**src/rtl/ripple_sampler_pkg.sv**
```systemverilog
// Shared types and defaults for the ripple counter sampler.
// Imported by the sampler top and its synchroniser.
package ripple_sampler_pkg;

  typedef enum logic [1:0] {
    IDLE   = 2'd0,
    SETTLE = 2'd1,
    HOLD   = 2'd2
  } state_e;

  localparam int SYNC_STAGES_DEF   = 2;
  localparam int STABLE_CYCLES_DEF = 2;

endpackage

```
**src/rtl/d_ff_sync.sv**
```systemverilog
// Single synchroniser flop with synchronous active-high reset.
// Building block of the per-bit resync chain.
module d_ff_sync (
  input  logic clk,
  input  logic rst,
  input  logic d_i,
  output logic q_o
);

  logic q_q;

  always_ff @(posedge clk) begin
    if (rst) q_q <= 1'b0;
    else     q_q <= d_i;
  end

  assign q_o = q_q;

endmodule

```
**src/rtl/sync_chain.sv**
```systemverilog
// Per-bit flop chain that resynchronises an async bus into clk.
// Output is the last stage; depth is STAGES flops.
module sync_chain #(
  parameter int WIDTH  = 4,
  parameter int STAGES = 2
) (
  input  logic             clk,
  input  logic             rst,
  input  logic [WIDTH-1:0] d_i,
  output logic [WIDTH-1:0] q_o
);

  logic [STAGES:0][WIDTH-1:0] stg;

  assign stg[0] = d_i;

  for (genvar s = 0; s < STAGES; s++) begin : g_stage
    for (genvar b = 0; b < WIDTH; b++) begin : g_bit
      d_ff_sync u_ff (
        .clk (clk),
        .rst (rst),
        .d_i (stg[s][b]),
        .q_o (stg[s+1][b])
      );
    end
  end

  assign q_o = stg[STAGES];

endmodule

```
**src/rtl/ripple_count_sampler.sv**
```systemverilog
// Resyncs a ripple counter, filters transients, and emits each
// settled value with a direction-signed delta and terminal pulse.
module ripple_count_sampler
  import ripple_sampler_pkg::*;
#(
  parameter int WIDTH         = 4,
  parameter int SYNC_STAGES   = SYNC_STAGES_DEF,
  parameter int STABLE_CYCLES = STABLE_CYCLES_DEF
) (
  input  logic             clk,
  input  logic             rst,
  input  logic [WIDTH-1:0] cnt_in,
  input  logic             up,
  input  logic [WIDTH-1:0] term_val,
  output logic             out_valid,
  input  logic             out_ready,
  output logic [WIDTH-1:0] out_count,
  output logic [WIDTH-1:0] out_delta,
  output logic             tc_pulse
);

  localparam logic [4:0] STAB_LAST = 5'(STABLE_CYCLES);

  logic [WIDTH-1:0] sync_q;
  state_e           state_q;
  logic [WIDTH-1:0] last_q;
  logic [WIDTH-1:0] cand_q;
  logic [3:0]       stab_q;
  logic             valid_q;
  logic [WIDTH-1:0] count_q;
  logic [WIDTH-1:0] delta_q;
  logic             tc_q;

  logic [WIDTH-1:0] delta_d;
  logic [4:0]       stab_d;

  sync_chain #(
    .WIDTH  (WIDTH),
    .STAGES (SYNC_STAGES)
  ) u_sync (
    .clk (clk),
    .rst (rst),
    .d_i (cnt_in),
    .q_o (sync_q)
  );

  // Modulo-2^WIDTH subtraction gives the wrap for free.
  assign delta_d = up ? cand_q - last_q
                      : last_q - cand_q;
  assign stab_d  = {1'b0, stab_q} + 5'd1;

  always_ff @(posedge clk) begin
    if (rst) begin
      state_q <= IDLE;
      last_q  <= '0;
      cand_q  <= '0;
      stab_q  <= '0;
      valid_q <= 1'b0;
      count_q <= '0;
      delta_q <= '0;
      tc_q    <= 1'b0;
    end else begin
      tc_q <= 1'b0;
      unique case (state_q)
        IDLE: begin
          if (sync_q != last_q) begin
            cand_q  <= sync_q;
            stab_q  <= 4'd1;
            state_q <= SETTLE;
          end
        end
        SETTLE: begin
          if (sync_q == last_q) begin
            state_q <= IDLE;
          end else if (sync_q != cand_q) begin
            cand_q <= sync_q;
            stab_q <= 4'd1;
          end else if (stab_d == STAB_LAST) begin
            count_q <= cand_q;
            last_q  <= cand_q;
            delta_q <= delta_d;
            tc_q    <= (cand_q == term_val);
            valid_q <= 1'b1;
            state_q <= HOLD;
          end else begin
            stab_q <= stab_d[3:0];
          end
        end
        HOLD: begin
          if (valid_q && out_ready) begin
            valid_q <= 1'b0;
            state_q <= IDLE;
          end
        end
        default: state_q <= IDLE;
      endcase
    end
  end

  assign out_valid = valid_q;
  assign out_count = count_q;
  assign out_delta = delta_q;
  assign tc_pulse  = tc_q;

endmodule

```
**config.mk**
```make
export PLATFORM = sky130hd
export DESIGN_NAME = ripple_count_sampler
export DESIGN_NICKNAME = d
export VERILOG_FILES = /design/src/rtl/ripple_sampler_pkg.sv /design/src/rtl/d_ff_sync.sv /design/src/rtl/sync_chain.sv /design/src/rtl/ripple_count_sampler.sv
export SDC_FILE = /design/constraint.sdc
export NUM_CORES = 1
export LEC_CHECK = 0
export CORE_MARGIN = 3
export CORE_UTILIZATION = 47
export CTS_CLUSTER_SIZE = 10
export DETAILED_ROUTE_END_ITERATION = 7
export GPL_TIMING_DRIVEN = 0
export PLACE_DENSITY = 0.78
export SLEW_MARGIN = 20
export SYNTH_ARGS = -nofsm -noshare
export SYNTH_HDL_FRONTEND = slang
export SYNTH_SLANG_ARGS = --single-unit
```
**constraint.sdc**
```tcl
create_clock -name clk -period 2 [get_ports clk]
set_clock_uncertainty 0.2 [all_clocks]
set_input_delay 0.5 -clock clk [delete_from_list [all_inputs] [get_ports clk]]
set_output_delay 0.5 -clock clk [all_outputs]
set_load 0.1 [all_outputs]
```
==> flow_summary.yaml <==
grt:
  grt_use_total_pct: 16.8
  grt-busiest-layer: "met2"
  met2_usage_pct: 29.9
  grt_pass1_vias: 1074
  grt_max_degree: 17
  antenna_found_initial: 0
  gr-total-overflow: 0
  met1_usage_pct: 19.9
  grt_pass1_wl_um: 4710
  use_met3_pct: 2.94
power:
  powerDensity_nw_per_um2: 598
  peakVddDrop_uv: 414
  power.leakage_nw: 0.665
route:
  ant_nets: 0
  drtIter0Drc: 47
  wl_per_cell_um: 15.2
  vias: 1155
  drt-pass1-iter-count: 4
  drt_wl_total_um: 3190
  drc_errors: 0
  vias_per_cell: 5.50
timing:
  fin_ws_ns: 0.0501
  slew_viol_final: 0
  rsz0062_at_grt: "true"
  worstMarginPinSlew_ns: 0.547
  period_needed_ns: 1.95
  max-slew-margin-rel_pct: 63.7
  period_share_pct: 97.5
  setup-tns-final_ns: 0
  finalHoldViolCount: 0
  holdWs_ns: 0.252
  fmax_ghz: 0.513
  setup_viol: 0
job:
  max_cap_violations: 0
critical_path:
  cp_cell_sequence: "clkdlybuf4s15_2"
  critPathBufInv: 1
  slowest_stage: "clkdlybuf4s15_2"
  cp_max_fo: 2
  start_kind: "flip-flop"
  r2r_start: "out_count[2]"
  cp-startpoint: "out_delta[1]"
  worstSetupPathType: "reg -> out"
  end_kind: "output port"
  required_ns: 1.30
  arrival_ns: 1.25
  max_stage_delay_ns: 0.56
  crit_family: "buffers and inverters"
layout:
  post-route-util_pct: 66.1
  drive_gt1_share_pct: 26.8
  diodes: 0
  nNetsFinal: 202
  area_growth_pct: 29.9
  fin_cells: 210
  fillers: 226
die:
  row_count: 19
  start_util_pct: 50.9
  die_h_um: 61.4
  die_w_um: 61.4
  core-area_um2: 2830
  die_area_um2: 3760
  ioPinCount: 22
synth:
  syn_area_per_cell_um2: 9.41
  synth_area_leaders: "dfxtp_1, xnor2_1, ha_1, mux2i_1, nor2b_1"
  postSynthCellCount: 153
  synth_ff_type: "dfxtp_1"
  synthDistinctLibCells: 37
  ys_ff_latch: 28
  synth_edf_count: 0
  ys_seq_area_share_pct: 38.9
  yosysWarnings: 0
  syn-num-nets: 175
  yosysTopAreaCell: "dfxtp_1"
  synth.top_cell.area_share_pct: 38.9
  syn_area_um2: 1440
  async_flop_share_pct: 0
cts:
  clockBufferDepth: 2
  clkSinkCount: 28
  cts-root-buf: "clkbuf_4"
  clkSlewWorstSetupHoldPaths_ns: 0.15
  clk_latency_ns: 0.33
  htree_num_levels: 1
  holdBufCountCts: 0
  numCtsBuffers: 3
  cts_tree: "built"
placement:
  gp_congestion: 0.825
  place_inst: 204
  preCtsSetupSlack_ns: -0.234
  portBuffers: 20
  dpl.hpwl_um: 2190
hold_path:
  hp-start: "u_sync.g_stage[0].g_bit[0].u_ff.q_o"
  hold_class: "reg -> reg"
status:
  status: "finished, final reports clean"
==> through the flow <==
step / total power [mW] / instance area, um^2
finish: 1.12 / 1870
detailed placement: 0.734 / 1710
floorplan: 0.688 / 1470
global placement: 0.728 / 1710
CTS: 1.10 / 1780
global route: 1.16 / 1870
==> cells in the final DEF, fill, tap and decap left out, types with 3 or more instances in the layout <==
cell type	Yosys	final
clkbuf_4	0	3
dfxtp_2	0	8
dfxtp_1	28	15
inv_1	9	9
buf_2	0	5
nor2b_1	11	11
clkdlybuf4s15_2	0	4
nand3_1	4	4
nand2b_1	4	4
mux2i_1	9	9
xnor2_1	13	8
clkbuf_1	3	3
clkdlybuf4s50_1	0	10
a21oi_1	11	10
nor2_1	14	13
nand2_1	11	11
xnor2_2	0	5
dfxtp_4	0	5
o21ai_0	3	3
ha_1	8	7
==> area by class of cell <==
class	count	area (um^2)	area share [%]
buffer	5	27.5	1.47
clock buffer	3	22.5	1.20
clock inverter	1	30.0	1.61
inverter	9	33.8	1.81
multi-input combinational	111	933	49.9
sequential	28	589	31.5
tap	31	38.8	2.07
timing repair buffer	22	195	10.4
==> logic make-up (layout without fill, tap and decap cells) <==
logic type | after synthesis | after routing | synth area share, %
AND/OR/NAND/NOR | 54 | 54 | 20.9
flip-flops | 28 | 28 | 38.9
AO/OA/AOI/OAI | 23 | 23 | 10.6
XOR/XNOR | 14 | 14 | 8.51
buffers and inverters | 14 | 40 | 4.26
adder cells (fa/ha/maj) | 10 | 10 | 9.73
multiplexers | 10 | 10 | 7.04
==> synth_stat cells (all sizes together), types with 2 or more instances <==
cell type / n
nor4: 2
nor2b: 11
nand2b: 4
dfxtp: 28
o21ai: 3
nand3: 5
inv: 9
fa: 2
clkbuf: 4
ha: 8
a21oi: 11
nor2: 15
xnor2: 13
mux2i: 9
nand2: 11
==> layer usage <==
| metal | routed length [um] | part of all wire (%) | vias to the layer above |
|---|---|---|---|
| li1 | - | - | 569 |
| met1 | 1380 | 43 | 558 |
| met2 | 1670 | 53 | 24 |
| met3 | 94 | 3.0 | 4 |
| met4 | 35 | 1.1 | 0 |
| met5 | 0 | 0 | - |
==> power by group <==
| part | leakage [nW] | internal (mW) | switching [mW] |
|---|---|---|---|
| combinational | 0.402 | 0.0741 | 0.0839 |
| sequential | 0.235 | 0.569 | 0.0199 |
| clock | 0.0279 | 0.203 | 0.168 |
==> state kept, by name, summed over array words and instances (netlist names) <==
register	flops
u_sync.g_stage.g_bit.u_ff.q_o	8
cand_q	4
out_count	4
out_delta	4
stab_q	4
state_q	2
out_valid	1
tc_pulse	1
==> repair_timing <==
item                       in CTS  in global routing
pin swaps                       0                  2
cloned                          0                  1
setup endpoints to repair      12                 15
resized for setup              39                 29
setup buffers                   0                  1
==> path summary, 6_finish.rpt <==
path / slack [ns] / to / depth (start not counted)
setup / recovery: 0.05 / out_delta[1] / 1
hold / removal: 0.25 / u_sync.g_stage[1].g_bit[0].u_ff.q_o / 1
setup reg to reg: 0.09 / out_valid / 7
hold reg to reg: 0.25 / u_sync.g_stage[1].g_bit[0].u_ff.q_o / 1
Power figures use the tool's default switching activity.
